File: src/rtl/atm_pin_entry.sv
`default_nettype none
// ============================================================================
// Module   : atm_pin_entry
// Purpose  : Card/PIN entry front-end with retry limit, idle timeout and lockout.
// Revision : 1.0 - initial release
// ============================================================================
module atm_pin_entry #(
    parameter int MAX_ATTEMPTS   = 3,
    parameter int TIMEOUT_CYCLES = 1000
) (
    input  logic        clk,
    input  logic        rst,
    input  logic        card_in,
    input  logic [3:0]  card_acc,
    input  logic        key_valid,
    input  logic [3:0]  key_code,
    input  logic        acc_found_stat,
    input  logic        acc_auth_stat,
    output logic [3:0]  acc_num,
    output logic [15:0] pin,
    output logic [2:0]  attempts_left,
    output logic        auth_ok,
    output logic        auth_fail,
    output logic        locked,
    output logic        eject_req,
    output logic        timeout
);

    localparam int                   c_TIMER_W    = $clog2(TIMEOUT_CYCLES);
    localparam logic [c_TIMER_W-1:0] c_TIMER_LAST = c_TIMER_W'(TIMEOUT_CYCLES - 1);
    localparam logic [2:0]           c_MAX_ATT    = 3'(MAX_ATTEMPTS);
    localparam logic [3:0]           c_KEY_CLEAR  = 4'hA;
    localparam logic [3:0]           c_KEY_ENTER  = 4'hB;
    localparam logic [3:0]           c_KEY_CANCEL = 4'hC;

    typedef enum logic [2:0] {
        S_IDLE      = 3'd0,
        S_CHECK_ACC = 3'd1,
        S_ENTER_PIN = 3'd2,
        S_VERIFY    = 3'd3,
        S_GRANTED   = 3'd4,
        S_LOCKED    = 3'd5,
        S_EJECT     = 3'd6
    } state_t;

    state_t               r_state,     w_state_next;
    logic                 r_card_q;
    logic [3:0]           r_acc_num,   w_acc_num_next;
    logic [15:0]          r_pin,       w_pin_next;
    logic [2:0]           r_count,     w_count_next;
    logic [c_TIMER_W-1:0] r_timer,     w_timer_next;
    logic [2:0]           r_attempts,  w_attempts_next;
    logic                 r_auth_ok,   w_auth_ok_next;
    logic                 r_auth_fail, w_auth_fail_next;
    logic                 r_locked,    w_locked_next;
    logic                 r_eject_req, w_eject_req_next;
    logic                 r_timeout,   w_timeout_next;
    logic [2:0]           w_attempts_dec;

    always_ff @(posedge clk) begin
        if (rst) begin
            r_state     <= S_IDLE;
            r_card_q    <= 1'b0;
            r_acc_num   <= 4'd0;
            r_pin       <= 16'd0;
            r_count     <= 3'd0;
            r_timer     <= '0;
            r_attempts  <= c_MAX_ATT;
            r_auth_ok   <= 1'b0;
            r_auth_fail <= 1'b0;
            r_locked    <= 1'b0;
            r_eject_req <= 1'b0;
            r_timeout   <= 1'b0;
        end else begin
            r_state     <= w_state_next;
            r_card_q    <= card_in;
            r_acc_num   <= w_acc_num_next;
            r_pin       <= w_pin_next;
            r_count     <= w_count_next;
            r_timer     <= w_timer_next;
            r_attempts  <= w_attempts_next;
            r_auth_ok   <= w_auth_ok_next;
            r_auth_fail <= w_auth_fail_next;
            r_locked    <= w_locked_next;
            r_eject_req <= w_eject_req_next;
            r_timeout   <= w_timeout_next;
        end
    end

    always_comb begin
        w_state_next     = r_state;
        w_acc_num_next   = r_acc_num;
        w_pin_next       = r_pin;
        w_count_next     = r_count;
        w_timer_next     = '0;  // timer only advances while waiting for keys
        w_attempts_next  = r_attempts;
        w_auth_ok_next   = r_auth_ok;
        w_auth_fail_next = 1'b0;
        w_locked_next    = r_locked;
        w_eject_req_next = r_eject_req;
        w_timeout_next   = 1'b0;
        w_attempts_dec   = (r_attempts != 3'd0) ? (r_attempts - 3'd1) : 3'd0;

        if ((r_state != S_IDLE) && !card_in) begin
            w_state_next     = S_IDLE;
            w_acc_num_next   = 4'd0;
            w_pin_next       = 16'd0;
            w_count_next     = 3'd0;
            w_attempts_next  = c_MAX_ATT;
            w_auth_ok_next   = 1'b0;
            w_locked_next    = 1'b0;
            w_eject_req_next = 1'b0;
        end else begin
            case (r_state)
                S_IDLE: begin
                    if (card_in && !r_card_q) begin
                        w_state_next    = S_CHECK_ACC;
                        w_acc_num_next  = card_acc;
                        w_attempts_next = c_MAX_ATT;
                        w_pin_next      = 16'd0;
                        w_count_next    = 3'd0;
                    end
                end
                S_CHECK_ACC: begin
                    if ((key_valid && (key_code == c_KEY_CANCEL)) || !acc_found_stat) begin
                        w_state_next     = S_EJECT;
                        w_eject_req_next = 1'b1;
                    end else begin
                        w_state_next = S_ENTER_PIN;
                    end
                end
                S_ENTER_PIN: begin
                    if (key_valid) begin
                        if (key_code == c_KEY_CANCEL) begin
                            w_state_next     = S_EJECT;
                            w_eject_req_next = 1'b1;
                        end else if (key_code <= 4'd9) begin
                            if (r_count < 3'd4) begin
                                w_pin_next   = {r_pin[11:0], key_code};
                                w_count_next = r_count + 3'd1;
                            end
                        end else if (key_code == c_KEY_CLEAR) begin
                            w_pin_next   = 16'd0;
                            w_count_next = 3'd0;
                        end else if ((key_code == c_KEY_ENTER) && (r_count == 3'd4)) begin
                            w_state_next = S_VERIFY;
                        end
                    end else if (r_timer == c_TIMER_LAST) begin
                        w_timeout_next   = 1'b1;
                        w_state_next     = S_EJECT;
                        w_eject_req_next = 1'b1;
                    end else begin
                        w_timer_next = r_timer + 1'b1;
                    end
                end
                S_VERIFY: begin
                    if (acc_auth_stat) begin
                        w_state_next   = S_GRANTED;
                        w_auth_ok_next = 1'b1;
                    end else begin
                        w_auth_fail_next = 1'b1;
                        w_attempts_next  = w_attempts_dec;
                        w_pin_next       = 16'd0;
                        w_count_next     = 3'd0;
                        if (w_attempts_dec == 3'd0) begin
                            w_state_next     = S_LOCKED;
                            w_locked_next    = 1'b1;
                            w_eject_req_next = 1'b1;
                        end else begin
                            w_state_next = S_ENTER_PIN;
                        end
                    end
                end
                S_GRANTED, S_LOCKED, S_EJECT: begin
                    w_state_next = r_state;
                end
                default: begin
                    w_state_next = S_IDLE;
                end
            endcase
        end
    end

    assign acc_num       = r_acc_num;
    assign pin           = r_pin;
    assign attempts_left = r_attempts;
    assign auth_ok       = r_auth_ok;
    assign auth_fail     = r_auth_fail;
    assign locked        = r_locked;
    assign eject_req     = r_eject_req;
    assign timeout       = r_timeout;

endmodule
`default_nettype wire

File: config.mk
export PLATFORM = sky130hd
export DESIGN_NAME = atm_pin_entry
export DESIGN_NICKNAME = d
export VERILOG_FILES = /design/src/rtl/atm_pin_entry.sv
export SDC_FILE = /design/constraint.sdc
export NUM_CORES = 1
export LEC_CHECK = 0
export CAP_MARGIN = 20
export CORE_ASPECT_RATIO = 1.5
export CORE_MARGIN = 4
export CORE_UTILIZATION = 52
export CTS_CLUSTER_SIZE = 28
export DETAILED_ROUTE_END_ITERATION = 7
export DONT_BUFFER_PORTS = 1
export PLACE_DENSITY = 0.67
export REMOVE_ABC_BUFFERS = 1
export SLEW_MARGIN = 25
export SYNTH_ARGS = -nofsm -noshare
export SYNTH_HDL_FRONTEND = slang
export SYNTH_SLANG_ARGS = --single-unit
File: constraint.sdc
create_clock -name clk -period 3.8 [get_ports clk]
set_input_delay 0.95 -clock clk [delete_from_list [all_inputs] [get_ports clk]]
set_output_delay 0.95 -clock clk [all_outputs]
set_load 0.1 [all_outputs]
==> reports/metrics.yaml, run 1 <==
netlist_area_um2: 2110
critPathMaxFanout: 3
cp-end-kind: "primary output"
critPathRequiredTime_ps: 2850
cts-resized-gates: 0
synthSimpleGateAreaFrac_pct: 30.8
ff_latch_area_um2: 901
power_density_nw_per_um2: 438
hp-class: "flop to flop"
rsz0062_at_grt: "false"
io_buffers: 0
fmax_mhz: 445
synthCells: 250
clockRootBuffer: "clkbuf_8"
vias_per_cell: 5.69
synth-compound-area-share_pct: 15.5
dr.pass1.iters: 4
clk_path_buf_depth: 2
wl_per_cell_um: 13.8
synth-edff-count: 0
synthAdderAreaFrac_pct: 2.96
fin_skew_ps: 4.37
via_count: 1695
grt-ovfl-total: 0
tightest_slew_ps: 1020
rows: 28
critPathKind: "flop to primary output"
fin_setup_tns_ps: 0
drv_slew: 0
die_w_um: 60.1
die_area_um2: 5170
fin_crit_ps: 2250
cts_htree_levels: 2
cts_hold_buf: 0
drt_iter0_markers: 142
fillers: 389
start_kind: "flop"
ys_ff_latch: 45
worstSkewPairLatency_ps: 290
synth_warnings: 0
status: "complete, no violations"
syn_area_per_cell_um2: 8.46
dp_cells: 289
finalWeightedCongestion: 0.802
die_y_um: 86.1
arrival_ps: 1300
yosys.area_share.xor_xnor_pct: 3.31
grt_pass1_vias: 1542
ys_types: 45
synth_flop_cell: "dfxtp_1"
timing.final.crit_share_pct: 59.2
p_leak_nw: 0.758
io_pins: 42
async_flop_share_pct: 0
clk_pin_slew_worst_paths_ps: 80
core_um2: 3920
synthMuxAreaShare_pct: 0.947
dpl.hpwl_mm: 2.95
seq_area_frac_synth_pct: 42.6
layout.nets: 271
final_hold_viol_count: 0
max_slew_margin_pct: 32.0
grt_use_total_pct: 17.3
final_cells: 298
cts.sinks: 45
setup_viol: 0
post_cts_buffers: 0
antenna_found_initial: 0
fin_util_pct: 58.0
syn2layout_area_growth_pct: 7.69
wl_mm: 4.10
grt_max_degree: 37
synth_top_family_by_area: "simple AND/OR/NAND/NOR gates"
cap_violations: 0
cts_tree: "yes"
start_util_pct: 53.9
drc_errors: 0
antennaDiodeCount: 0
detail-route-antenna-nets: 0
multi_input_area_um2: 1140
cts_buffers: 5
power_uw: 998
post_route_cells_drive_above_1_share_pct: 6.72
grt_pass1_wl_mm: 6.94
irDropWorstVdd_mv: 0.317
power breakdown:
group | internal, mW | switching [mW] | total [mW]
clock | 0.214 | 0.156 | 0.370
combinational | 0.0430 | 0.0598 | 0.103
sequential | 0.479 | 0.0454 | 0.525
state kept, by name (all words and copies together), names as in the netlist:
signal	count
acc_num	4
attempts_left	3
auth_fail	1
auth_ok	1
eject_req	1
locked	1
pin	16
r_card_q	1
r_count	3
r_state	3
r_timer	10
timeout	1
layout make-up:
type	count	area share [%]
tap	45	2.47
sequential	45	39.6
inverter	7	1.15
timing repair buffer	5	1.81
multi-input combinational	188	49.9
clock inverter	1	1.32
clock buffer	7	3.79
cells by family (layout without fill, tap and decap cells):
kind of cell / count (synthesis) / in the layout
simple gates: 120 / 120
compound gates: 53 / 53
flops: 45 / 45
buf+inv: 17 / 20
xor+xnor: 8 / 8
fa+ha+maj: 5 / 5
mux: 2 / 2
Yosys cell counts, types with 2 or more instances:
| library cell | n | share of area, % |
|---|---|---|
| ha_1 | 5 | 3.0 |
| nand2b_1 | 20 | 5.9 |
| nand2_1 | 15 | 2.7 |
| o31ai_1 | 2 | 0.71 |
| clkbuf_1 | 5 | 0.89 |
| nand4b_1 | 2 | 0.83 |
| o21a_1 | 2 | 0.71 |
| buf_6 | 2 | 1.1 |
| nand3_1 | 25 | 5.9 |
| and3_1 | 2 | 0.59 |
| nand4_1 | 2 | 0.59 |
| mux2i_1 | 2 | 0.95 |
| dfxtp_1 | 45 | 43 |
| xnor2_1 | 5 | 2.1 |
| nand3b_1 | 2 | 0.71 |
| nor3_1 | 7 | 1.7 |
| nor3b_1 | 4 | 1.4 |
| o211ai_1 | 2 | 0.71 |
| a31oi_1 | 2 | 0.59 |
| xor2_1 | 3 | 1.2 |
| a21oi_1 | 30 | 7.1 |
| inv_1 | 7 | 1.2 |
| o21ai_0 | 6 | 1.4 |
| nor2b_1 | 7 | 2.1 |
| nor2_1 | 26 | 4.6 |
final timing paths:
| path | from | endpoint | slack, ps | depth (start not counted) |
|---|---|---|---|---|
| max | pin[6] | pin[6] | 1550 | 0 |
| min | r_timer[0] | r_timer[0] | 440 | 1 |
| max reg2reg | r_state[0] | pin[12] | 1620 | 6 |
| min reg2reg | r_timer[0] | r_timer[0] | 440 | 1 |
placed cells by master (no fill, tap or decap), types with 7 or more instances in the layout:
| cell type | count |
|---|---|
| a21oi_1 | 30 |
| dfxtp_1 | 45 |
| inv_1 | 7 |
| nand2_1 | 15 |
| nand2b_1 | 20 |
| nand3_1 | 25 |
| nor2_1 | 26 |
| nor2b_1 | 7 |
| nor3_1 | 7 |
layer usage:
layer	up-vias	track usage [%]	wire length [um]
li1	873	-	-
met1	777	18.6	1610
met2	37	29.6	2100
met3	8	6.02	292
met4	0	7.26	94
met5	-	0	0
through the flow:
stage / setup slack [ps] / area, um2 / hold slack, ps
2_1_floorplan: 1250 / 2060 / 413
6_report: 1550 / 2280 / 439
4_1_cts: 1390 / 2270 / 444
3_3_place_gp: 1120 / 2150 / 429
3_5_place_dp: 1050 / 2150 / 432
5_1_grt: 1380 / 2280 / 468
Power figures use the tool's default switching activity.
==> run 2: changes to the inputs <==
--- a/config.mk
+++ b/config.mk
@@ -12,7 +12,7 @@
 export CTS_CLUSTER_SIZE = 28
 export DETAILED_ROUTE_END_ITERATION = 7
 export DONT_BUFFER_PORTS = 1
-export PLACE_DENSITY = 0.67
+export PLACE_DENSITY = 0.7
 export REMOVE_ABC_BUFFERS = 1
 export SLEW_MARGIN = 25
 export SYNTH_ARGS = -nofsm -noshare
==> constraint.sdc (replaced) <==
create_clock -name clk -period 1.85 [get_ports clk]
set_input_delay 0.4625 -clock clk [delete_from_list [all_inputs] [get_ports clk]]
set_output_delay 0.4625 -clock clk [all_outputs]
set_load 0.1 [all_outputs]
==> reports/metrics.yaml, run 2 (synthesis results as in run 1) <==
status: "complete, no violations"
max_slew_margin_pct: 72.2  # +40 points
hold-path-cell-count: 1  # unchanged
timing.rr.start: "r_timer[0]"
clk_path_buf_depth: 2  # unchanged
cts_hold_buf: 0  # unchanged
antenna_found_initial: 0  # unchanged
power.switching_uw: 556  # +110%
fmax_mhz: 582
fin_crit_ps: 1720
cpLargestDelayFamily: "simple AND/OR/NAND/NOR gates"
cap_violations: 0  # unchanged
power_mw: 1.97  # +98%
wl_mm: 4.48  # +9.2%
cpMaxStageDelayCell: "dfxtp_1"
core_um2: 3920  # unchanged
die_w_um: 60.1  # unchanged
via_count: 1848  # +9.0%
grt_pass1_vias: 1874  # +22%
io_pins: 42  # unchanged
hp-class: "primary input to flop"
p_leak_nw: 0.942  # +24%
grt_max_degree: 37  # unchanged
critical_path_depth: 6  # +6
cts_tree: "yes"
critPathKind: "flop to flop"
crit_chain: "ha_1, nand4b_1, or3_1, nor3b_2, a31oi_1, mux2i_1"
pwr-share-clk_pct: 32.1  # -5.0 points
drt_iter0_markers: 99  # -30%
detail-route-antenna-nets: 0  # unchanged
start_util_pct: 53.9  # unchanged
syn2layout_area_growth_pct: 20.1
vias_per_cell: 5.55  # -2.4%
rows: 28  # unchanged
grt-ovfl-total: 0  # unchanged
drv_slew: 0  # unchanged
clockRootBuffer: "clkbuf_8"
irDropWorstVdd_mv: 0.763  # +140%
clk_pin_slew_worst_paths_ps: 80  # about the same
grt_use_total_pct: 19.0  # +1.7 points
tightest_slew_ps: 417  # -602 ps
fin_skew_ps: 6.76  # +2.39 ps
cts.sinks: 45  # unchanged
swShare_pct: 28.2  # +2.0 points
holdPathEnd: "auth_fail"
internal-power_mw: 1.42  # +92%
final_common_cell: "dfxtp_1"
final_cell_mix: "dfxtp_1, buf_4, a21oi_1"
die_area_um2: 5170  # unchanged
io_buffers: 0  # unchanged
cp-end-kind: "flop"
pwr-share-comb_pct: 17.5  # +7.2 points
critPathRequiredTime_ps: 2070  # -780 ps
dpl.hpwl_mm: 3.39  # +15%
largest_reg_flops: 16  # unchanged
hold_start: "acc_auth_stat"
post_route_cells_drive_above_1_share_pct: 19.1  # +12 points
hold_ws_ps: 238  # -201 ps
cts_buffers: 5  # unchanged
setup_viol: 0  # unchanged
grt_pass1_wl_mm: 7.68  # +11%
rsz0062_at_grt: "false"
rr_worst_depth: 6  # unchanged
drc_errors: 0  # unchanged
power_frac_seq_pct: 50.4  # -2.2 points
crit_buf_inv: 0
final_hold_viol_count: 0  # unchanged
critPathMaxFanout: 4  # +1
timing.rr.end: "r_state[1]"
dr.pass1.iters: 4  # unchanged
timing.final.crit_share_pct: 92.9
start_kind: "flop"
antennaDiodeCount: 0  # unchanged
die_y_um: 86.1  # unchanged
arrival_ps: 1940  # +640 ps
finalWeightedCongestion: 0.827  # +3.2%
worstSkewPairLatency_ps: 300  # about the same
layout.nets: 306  # +13%
slowest_delay_ps: 360
r2r_slack_ps: 130  # -1490 ps
cts_htree_levels: 2  # unchanged
power_density_nw_per_um2: 776  # +77%
wl_per_cell_um: 13.4  # -2.3%
-- run 2: cell types whose count changed in the layout (fill, tap and decap cells not counted) --
cell | before | now
bufinv_16 | 1 | 0
buf_6 | 1 | 0
buf_12 | 0 | 1
clkbuf_1 | 1 | 0
clkinv_2 | 0 | 1
nor4b_2 | 0 | 1
buf_4 | 4 | 39
clkinv_4 | 0 | 1
nor3b_2 | 0 | 1
nor4b_1 | 1 | 0
nor3b_1 | 4 | 3
-- run 2: metrics by stage --
step / instances / instance area (um2) / util [%] / worst slack (ps) / TNS, ps
detailed placement: 325 / 2430 / 62.0 / 36.0 / 0
floorplan: 240 / 2060 / - / -436 / -5180
CTS: 333 / 2530 / 64.4 / 71.5 / 0
global route: 333 / 2540 / 64.7 / 24.8 / 0
finish: 333 / 2540 / 64.7 / 131 / 0
global placement: 325 / 2430 / 62.0 / 74.3 / 0
-- run 2: power groups by stage --
stage	registers [mW]	clock network [mW]	logic, mW
after floorplan	1.09	0	0.165
after global placement	1.02	0	0.345
after detailed placement	1.02	0	0.346
after CTS	0.994	0.659	0.347
after global routing	0.996	0.699	0.374
final	0.993	0.633	0.345
-- run 2: area by class of cell --
| class | instances | area [um2] |
|---|---|---|
| tap | 45 | 56.3 |
| clock inverter | 2 | 13.8 |
| inverter | 7 | 26.3 |
| sequential | 45 | 901 |
| timing repair buffer | 40 | 313 |
| fill | 374 | 1380 |
| clock buffer | 6 | 82.6 |
| multi-input combinational | 188 | 1150 |
-- run 2: worst reg2reg max path: stages, from the launching register on --
cell      delay (ps)
dfxtp_1          360
ha_1             210
nand4b_1          90
or3_1            330
nor3b_2          190
a31oi_1          230
mux2i_1          230
-- run 2: worst max-delay path by stage --
stage	startpoint	endpoint
2_1_floorplan	attempts_left[0]	r_state[0]
3_3_place_gp	key_code[0]	r_state[1]
3_5_place_dp	key_code[0]	r_state[1]
4_1_cts	r_state[1]	r_timer[3]
5_1_grt	attempts_left[1]	r_state[0]
6_report	r_timer[0]	r_state[1]
-- run 2: repair_timing --
action,CTS,global route
gates resized for setup,0,2
buffers inserted,0,0
endpoints found under the hold margin,0,0
setup endpoints to repair,0,11
-- run 2: metal layers --
metal  up-vias  GRT usage, %  part of all wire [%]
li1        943             -                     -
met1       856          18.6                    38
met2        41          35.2                    53
met3         8          5.57                   6.5
met4         0          8.06                   2.4
met5         -             0                     0
==> run 3: changes to the inputs <==
--- a/config.mk
+++ b/config.mk
@@ -8,11 +8,10 @@
 export CAP_MARGIN = 20
 export CORE_ASPECT_RATIO = 1.5
 export CORE_MARGIN = 4
-export CORE_UTILIZATION = 52
+export CORE_UTILIZATION = 41
 export CTS_CLUSTER_SIZE = 28
 export DETAILED_ROUTE_END_ITERATION = 7
 export DONT_BUFFER_PORTS = 1
-export PLACE_DENSITY = 0.7
 export REMOVE_ABC_BUFFERS = 1
 export SLEW_MARGIN = 25
 export SYNTH_ARGS = -nofsm -noshare
==> reports/metrics.yaml, run 3 (synthesis results as in run 1) <==
clk_pin_slew_worst_paths_ps: 90  # about the same
drv_slew: 0  # unchanged
cap_violations: 0  # unchanged
die_area_um2: 6390  # +24%
status: "complete, no violations"
cts_hold_buf: 0  # unchanged
irDropWorstVdd_mv: 0.430  # -44%
wl_per_cell_um: 13.2  # -2.1%
largest_reg_flops: 16  # unchanged
grt_use_total_pct: 15.4  # -3.6 points
pwr-share-comb_pct: 17.7  # +0.2 points
critPathRequiredTime_ps: 2090  # +20 ps
max_slew_margin_pct: 74.2  # +2.0 points
drt_iter0_markers: 77  # -22%
detail-route-antenna-nets: 0  # unchanged
cpMaxStageDelayCell: "nor4b_2"
vias_per_cell: 5.19  # -6.5%
final_common_cell: "dfxtp_1"
final_cell_mix: "dfxtp_1, buf_4, a21oi_1"
cts_htree_levels: 2  # unchanged
cts_buffers: 5  # unchanged
io_pins: 42  # unchanged
multi_input_area_um2: 1150  # +0.44%
syn2layout_area_growth_pct: 20.9
grt_max_degree: 37  # unchanged
slowest_delay_ps: 330  # -30 ps
rsz0062_at_grt: "false"
tightest_slew_ps: 387  # -30.3 ps
worstSkewPairLatency_ps: 300  # about the same
cp-end-kind: "flop"
fin_ws_ps: 149  # +18.0 ps
rows: 31  # +11%
pwr-share-clk_pct: 31.5  # -0.6 points
power_density_nw_per_um2: 765  # -1.4%
final_hold_viol_count: 0  # unchanged
fillers: 488  # +30%
setup_viol: 0  # unchanged
ff_latch_area_um2: 901  # unchanged
fin_util_pct: 51.9  # -13 points
clockRootBuffer: "clkbuf_8"
pre_cts_ws_ps: -31.0  # -67.0 ps
power.switching_uw: 577  # +3.9%
cts-resized-gates: 0  # unchanged
dp_cells: 345  # +6.2%
grt_pass1_vias: 1700  # -9.3%
internal-power_mw: 1.38  # -2.6%
io_buffers: 0  # unchanged
wl_mm: 4.65  # +3.8%
dr.pass1.iters: 4  # unchanged
final_cells: 353  # +6.0%
finalWeightedCongestion: 0.859  # +3.8%
via_count: 1832  # -0.87%
core_um2: 4930  # +26%
power_frac_seq_pct: 50.8  # +0.4 points
start_util_pct: 42.9  # -11 points
drc_errors: 0  # unchanged
p_leak_nw: 0.933  # -0.97%
dpl.hpwl_mm: 3.40  # +0.35%
antennaDiodeCount: 0  # unchanged
grt-ovfl-total: 0  # unchanged
antenna_found_initial: 0  # unchanged
cts_tree: "yes"
die_y_um: 96.0  # +11%
crit_chain: "nor2_1, inv_1, ha_1, nor4b_2, o31ai_1, a21boi_1, a32o_1"
grt_pass1_wl_mm: 7.60  # -0.99%
critPathMaxFanout: 4  # unchanged
fmax_mhz: 588  # +1.1%
fin_setup_tns_ps: 0  # unchanged
power_mw: 1.96  # -0.74%
fin_crit_ps: 1700  # -18.0 ps
die_w_um: 66.6  # +11%
post_cts_buffers: 0  # unchanged
fin_skew_ps: 6.36  # -0.398 ps
critPathKind: "flop to flop"
clk_path_buf_depth: 2  # unchanged
cts.sinks: 45  # unchanged
timing.final.crit_share_pct: 92.0  # -0.97 points
swShare_pct: 29.5  # +1.3 points
start_kind: "flop"
layout.nets: 305  # -0.33%
arrival_ps: 1950  # about the same
post_route_cells_drive_above_1_share_pct: 19.2  # +0.067 points
hp-class: "primary input to flop"
## run 3: worst paths after layout
check              startpoint         end  slack, ps  cells past startpoint
max          attempts_left[0]  r_state[2]        150                      7
min             acc_auth_stat   auth_fail        230                      1
max reg2reg  attempts_left[0]  r_state[2]        150                      7
min reg2reg        r_timer[0]  r_timer[0]        440                      1
## run 3: worst max-delay path, delay by kind of cell, from the launching register on
family / cells / cell delay [ps]
AOI/OAI and AO/OA: 3 / 510
adders and majority gates: 1 / 240
buffers and inverters: 1 / 70
DFF: 1 / 320
and+or+nand+nor: 2 / 510
## run 3: power groups by stage
| stage | combinational (mW) | clock, mW | sequential (mW) |
|---|---|---|---|
| 2_1_floorplan | 0.165 | 0 | 1.09 |
| 3_3_place_gp | 0.345 | 0 | 1.02 |
| 3_5_place_dp | 0.345 | 0 | 1.02 |
| 4_1_cts | 0.346 | 0.646 | 0.994 |
| 5_1_grt | 0.375 | 0.682 | 0.997 |
| 6_report | 0.346 | 0.617 | 0.994 |
## run 3: layout make-up
class,instances,share of cell area [%]
well taps,66,3.23
clock inverters,3,0.832
multi-input cells,188,45.1
inverters,7,1.03
flip-flops and latches,45,35.2
clock buffers,5,2.69
repair buffers,39,11.9
## run 3: stage by stage
stage	area [um2]	hold slack, ps
detailed placement	2450	432
CTS	2540	219
floorplan	2060	413
global route	2560	221
finish	2560	226
global placement	2450	427
## run 3: per-layer routing
metal	share of wire [%]	vias up	routed length (um)	track usage, %
li1	-	941	-	-
met1	38	836	1750	15.5
met2	52	44	2440	27.8
met3	7.1	11	329	4.44
met4	2.8	0	132	8.81
met5	0	-	0	0
